<file path="config.mk">
export PLATFORM = sky130hd
export DESIGN_NAME = fwd_hazard_scoreboard
export DESIGN_NICKNAME = d
export VERILOG_FILES = /design/src/rtl/fwd_hazard_scoreboard.sv
export SDC_FILE = /design/constraint.sdc
export NUM_CORES = 1
export LEC_CHECK = 0
export BUFFER_PORTS_ARGS = -buffer_cell sky130_fd_sc_hd__buf_4
export CORE_MARGIN = 1.5
export CORE_UTILIZATION = 40
export CTS_BUF_LIST = sky130_fd_sc_hd__clkbuf_2 sky130_fd_sc_hd__clkbuf_4 sky130_fd_sc_hd__clkbuf_8
export DETAILED_ROUTE_END_ITERATION = 16
export HOLD_SLACK_MARGIN = 0.06
export PLACE_DENSITY = 0.61
export SLEW_MARGIN = 40
export SYNTH_ARGS = -nofsm -noshare
export SYNTH_HDL_FRONTEND = slang
export SYNTH_SLANG_ARGS = --single-unit
</file>
<file path="constraint.sdc">
create_clock -name clk -period 2.8 [get_ports clk]
set_input_delay 0.42 -clock clk [delete_from_list [all_inputs] [get_ports clk]]
set_output_delay 0.42 -clock clk [all_outputs]
set_load 0.01 [all_outputs]
</file>
<file path="src/rtl/fwd_hazard_scoreboard.sv">
// Forwarding and load-use hazard unit between ID and EX: a shift-register scoreboard of
// in-flight writes drives youngest-wins bypass selects and the load-use stall request.
module fwd_hazard_scoreboard #(
  parameter int RW           = 5,
  parameter int NUM_SRC      = 2,
  parameter int DEPTH        = 3,
  parameter int LOAD_FWD_MIN = 2,
  parameter int CNT_W        = 16,
  parameter int SEL_W        = $clog2(DEPTH)
) (
  input  logic                     clk,
  input  logic                     rst,
  input  logic                     id_valid,
  input  logic [RW-1:0]            id_rd,
  input  logic                     id_we,
  input  logic                     id_is_load,
  input  logic [NUM_SRC*RW-1:0]    id_rs,
  input  logic [NUM_SRC-1:0]       id_rs_used,
  input  logic                     freeze,
  input  logic                     flush,
  output logic                     load_use_stall,
  output logic [NUM_SRC*SEL_W-1:0] fwd_sel,
  output logic [CNT_W-1:0]         lu_stall_cnt
);

  logic [DEPTH-1:0]   e_v;
  logic [DEPTH-1:0]   e_we;
  logic [DEPTH-1:0]   e_ld;
  logic [RW-1:0]      e_rd [DEPTH];
  logic [DEPTH-1:0]   prod;
  logic [RW-1:0]      ex_rs [NUM_SRC];
  logic [NUM_SRC-1:0] ex_used;
  logic [CNT_W-1:0]   cnt_q;
  logic               hazard;
  logic               bubble;

  always_comb begin
    for (int k = 0; k < DEPTH; k++) begin
      prod[k] = e_v[k] & e_we[k] & (e_rd[k] != '0);
    end
  end

  // Scan oldest to youngest so the youngest matching producer overwrites the select.
  always_comb begin
    fwd_sel = '0;
    for (int s = 0; s < NUM_SRC; s++) begin
      for (int k = DEPTH - 1; k >= 1; k--) begin
        if (ex_used[s] && prod[k] && (e_rd[k] == ex_rs[s])) begin
          fwd_sel[s*SEL_W +: SEL_W] = SEL_W'(k);
        end
      end
    end
  end

  always_comb begin
    hazard = 1'b0;
    for (int s = 0; s < NUM_SRC; s++) begin
      for (int i = 0; i < DEPTH; i++) begin
        if ((i + 1 < LOAD_FWD_MIN) && id_rs_used[s] && prod[i] && e_ld[i] &&
            (e_rd[i] == id_rs[s*RW +: RW])) begin
          hazard = 1'b1;
        end
      end
    end
  end

  assign load_use_stall = id_valid & ~flush & hazard;
  assign bubble         = flush | load_use_stall;
  assign lu_stall_cnt   = cnt_q;

  // Control state: valid bits, EX source tags and the stall counter.
  always_ff @(posedge clk or posedge rst) begin
    if (rst) begin
      e_v     <= '0;
      ex_used <= '0;
      cnt_q   <= '0;
      for (int s = 0; s < NUM_SRC; s++) begin
        ex_rs[s] <= '0;
      end
    end else if (!freeze) begin
      e_v <= {e_v[DEPTH-2:0], (~bubble & id_valid)};
      if (bubble) begin
        ex_used <= '0;
      end else begin
        ex_used <= id_rs_used & {NUM_SRC{id_valid}};
        for (int s = 0; s < NUM_SRC; s++) begin
          ex_rs[s] <= id_rs[s*RW +: RW];
        end
      end
      if (load_use_stall && (cnt_q != '1)) begin
        cnt_q <= cnt_q + CNT_W'(1);
      end
    end
  end

  // Payload fields are qualified by e_v, so they need no reset.
  always_ff @(posedge clk) begin
    if (!freeze) begin
      e_we    <= {e_we[DEPTH-2:0], id_we};
      e_ld    <= {e_ld[DEPTH-2:0], id_is_load};
      e_rd[0] <= id_rd;
      for (int k = 1; k < DEPTH; k++) begin
        e_rd[k] <= e_rd[k-1];
      end
    end
  end

endmodule

</file>
After elaboration in Yosys (flattened, before gate mapping)
Memories as Yosys holds them, arrays and structs flattened.
Cells that the tools add are included.
{"block": "op_classes", "n_addsub": 1, "reduce_logical": 20, "n_eq_ne": 7, "n_mux": 8, "bitwise": 14}
{"operator": "5-bit equality test", "count": 6}
{"operator": "16-bit by 1-bit adder with 16-bit output (second input constant)", "count": 1}
{"operator": "16-bit != test (second input constant)", "count": 1}
{"operator": "1-bit logical AND", "count": 15}
{"operator": "5-bit nonzero test", "count": 3}
{"operator": "2-bit 2-to-1 mux", "count": 5}
{"operator": "1-bit AND", "count": 9}
{"operator": "2-bit AND reduction", "count": 2}
{"operator": "1-bit 2-to-1 mux", "count": 3}
{"operator": "1-bit inverter", "count": 3}
{"operator": "2-bit AND", "count": 1}
{"operator": "1-bit bitwise OR", "count": 1}
{"block": "word_totals", "register_bits": 35, "ramBits": 15, "input_bits": 24, "n_memories": 1}
{"name": "e_rd", "depth": 3, "word_bits": 5, "read_ports": 3, "rd_clocked_by_memory_dff": 0, "write_ports": 3, "line_no": "29", "source": "logic [RW-1:0] e_rd [DEPTH];"}

Logic depth before layout (Yosys ltp)
{"block": "depth", "word_depth": 11, "ltp_mapped": 6}

Worst setup path before layout
No wires, ideal clock.
{"block": "synth_timing", "path_type": "register to output", "from": "memory e_rd[1][1] (netlist: e_rd[0][6])", "to": "output port fwd_sel[1]", "arrival_ps": 1592, "path_stages_with_launch": 5, "slack_ps": 788, "path_buffers": 0, "path_cell_list": "edfxtp_1 > or4_1 > o211ai_1 > nor3_1 > nor3_1"}
{"item": "start, declared", "line_no": "29"}
{"item": "end, declared", "line_no": "22", "source": "output logic [NUM_SRC*SEL_W-1:0] fwd_sel,"}

==> impl_metrics.tcl <==
set metrics [dict create \
    postSynthAreaPerCell_um2 13.1 \
    ctsResizeCount 0 \
    syn_area_mm2 0.00250 \
    num_vias 1582 \
    worst_slack_ps 343 \
    grt_setup_unrepaired "no" \
    critical_path_required_ps 2380 \
    wire_per_inst_um 15.4 \
    drtPass1Iterations 4 \
    clock_path_buffers 2 \
    yosysUniqueCellTypes 35 \
    ys_seq_elements 50 \
    area_growth_pct 20.4 \
    status "completed" \
    rr_endpoint "lu_stall_cnt[7]$_DFFE_PP0P_" \
    yosysSeqAreaShare 0.539 \
    finalHoldViolCount 0 \
    track_usage 0.159 \
    min_path_type "in -> async" \
    yosysTopAreaCellShare 0.311 \
    finalCritPeriodShare 0.877 \
    fp.dieH_um 82.0 \
    place_ws_ps 538 \
    crit_arrival_ps 2040 \
    vdd_ir_drop_max_v 0.000307 \
    period_minus_slack_ps 2460 \
    drt-met1-wl_um 2610 \
    max_freq_mhz 407 \
    yosys-top-cells-count "dfrtp_1, xor2_1, edfxtp_1" \
    post_route_cells_drive_above_1_share 0.351 \
    r2r_setup_slack_ps 580 \
    num_io_pins 45 \
    drt-total-wl_um 4880 \
    antenna_found_initial 0 \
    synth-xor-area-share 0.157 \
    synth_largest_area_cell "dfrtp_1" \
    clock_sinks 50 \
    cts_hold_buf 0 \
    setup_tns_ps 0 \
    nNetsFinal 266 \
    synth_area_leaders "dfrtp_1, edfxtp_1, xor2_1, xnor2_1, mux2_4" \
    top_layer "met4" \
    crit_path_end "load_use_stall" \
    grt_max_degree 32 \
    initial_utilization 0.419 \
    dieArea_mm2 0.00672 \
    route.met3.wl_um 169 \
    clk_pin_slew_ps 90 \
    io_buffers 44 \
    ant_nets 0 \
    slew-limit-headroom 0.593 \
    core_mm2 0.00596 \
    met2WireLength_um 2050 \
    cts_tree "built" \
    fin_worst_skew_ps 8.21 \
    numCtsBuffers 5 \
    first_global_vias 1461 \
    crit_fanout 15 \
    drt_iter0_markers 78 \
    power.leakage_nw 1.30 \
    clock_latency_ps 300 \
    max_cap_viol_count 0 \
    rows 28 \
    dpl.hpwl_um 3660 \
    finalSetupViolCount 0 \
    gp_congestion 0.743 \
    die_w_um 82.0 \
    synth_fa_ha_area_frac 0.00501 \
    post-cts-setup-buffer-count 0 \
    antenna_cells 0 \
    powerDensity_mw_per_mm2 496 \
    synth_ff_type "dfrtp_1" \
    start_kind "register" \
    tightest_slew_ps 610 \
    syn_nets 215 \
    synthSimpleGateAreaFrac 0.160 \
    slew_violations 0 \
    crit_start "e_rd[0][4]$_DFFE_PN_" \
    cts_root_buf "clkbuf_8" \
    synth_edf_count 19 \
    yosysMostFrequentCell "dfrtp_1" \
    reg2regPathDepth 6 \
    cp-end-kind "output port" \
    synthMuxAreaShare 0.0752 \
    grt_pass1_wl_um 7820 \
    synth_compound_area_frac 0.0406 \
    synth_top_family_by_area "simple AND/OR/NAND/NOR gates" \
    ys_warn_count 0 \
    viasPerCell 4.99 \
    reg2reg_from "e_rd[0][4]$_DFFE_PN_" \
    drc 0 \
    synth_cells 190 \
    grt_overflow 0 \
    cts_max_level 2 \
    synth-async-reset-ratio 0.620 \
    crit_type "reg -> out" \
]
-- kinds of logic (layout without fill, tap and decap cells) --
| logic type | after synthesis | count (layout) |
|---|---|---|
| xor+xnor | 44 | 44 |
| flops | 50 | 50 |
| fa+ha+maj | 1 | 1 |
| simple gates | 63 | 63 |
| mux | 14 | 14 |
| compound gates | 10 | 10 |
| buf+inv | 8 | 60 |
-- routing by layer --
metal | up-vias | GRT usage
li1 | 793 | -
met2 | 31 | 0.199
met5 | - | 0
met1 | 754 | 0.267
met4 | 0 | 0.0508
met3 | 4 | 0.0278
-- final cells by class --
cell class              count  area, um^2
clock buffers               6        82.6
clock inverters             2        12.5
fillers                   543        2950
inverters                   4        15.0
multi-input cells         132        1090
flip-flops and latches     50        1350
well taps                  75        93.8
repair buffers             48         360
-- sequential cells by signal (all words and copies together), names as in the netlist --
name and count:
lu_stall_cnt 16, e_rd 15, ex_rs 10, e_v 3, e_we 3, ex_used 2
e_ld 1
-- power breakdown --
group | switching, mW | internal, mW
registers | 0.0590 | 0.812
logic | 0.0741 | 0.104
clock network | 0.241 | 0.199
total | 0.374 | 1.12
-- through the flow --
step / utilization / hold slack (ps) / area, um^2 / power (mW) / std cells
finish: 0.504 / 203 / 3000 / 1.49 / 317
global route: 0.504 / 236 / 3000 / 1.57 / 317
CTS: 0.504 / 212 / 3000 / 1.51 / 317
detailed placement: 0.488 / 440 / 2910 / 1.07 / 309
global placement: 0.488 / 442 / 2910 / 1.06 / 309
floorplan: - / 419 / 2500 / 0.996 / 190
-- worst max-delay path: stages (launching register included) --
cell	delay, ps
edfxtp_1	470
xor2_1	200
nor4_2	330
a32oi_2	200
buf_4	230
nor2_1	160
buf_4	140
-- worst min path at each step --
stage | from | depth (start not counted) | endpoint
final | rst | 3 | lu_stall_cnt[4]$_DFFE_PP0P_
after CTS | rst | 3 | lu_stall_cnt[2]$_DFFE_PP0P_
after detailed placement | e_we[1]$_DFFE_PN_ | 0 | e_we[2]$_DFFE_PN_
after global routing | rst | 3 | lu_stall_cnt[6]$_DFFE_PP0P_
after global placement | e_we[1]$_DFFE_PN_ | 0 | e_we[2]$_DFFE_PN_
after floorplan | e_we[0]$_DFFE_PN_ | 0 | e_we[1]$_DFFE_PN_
-- cell usage in the layout, fill, tap and decap left out, types with 2 or more instances in the layout --
cell | synthesis | layout
buf_4 | 0 | 48
and3_1 | 2 | 2
nor3_1 | 8 | 8
dfrtp_1 | 31 | 31
o211ai_1 | 3 | 3
clkbuf_8 | 0 | 6
edfxtp_1 | 19 | 19
or4_4 | 2 | 2
o21ai_0 | 3 | 3
or4_1 | 2 | 2
inv_1 | 4 | 4
nor4_2 | 6 | 6
mux2_2 | 6 | 6
nor4_1 | 6 | 6
nand3_1 | 7 | 7
mux2_4 | 8 | 8
xnor2_1 | 16 | 16
nor2_1 | 3 | 3
nand2_1 | 13 | 13
xor2_1 | 27 | 27
nand4_1 | 7 | 7
(Power assumes the default switching activity.)
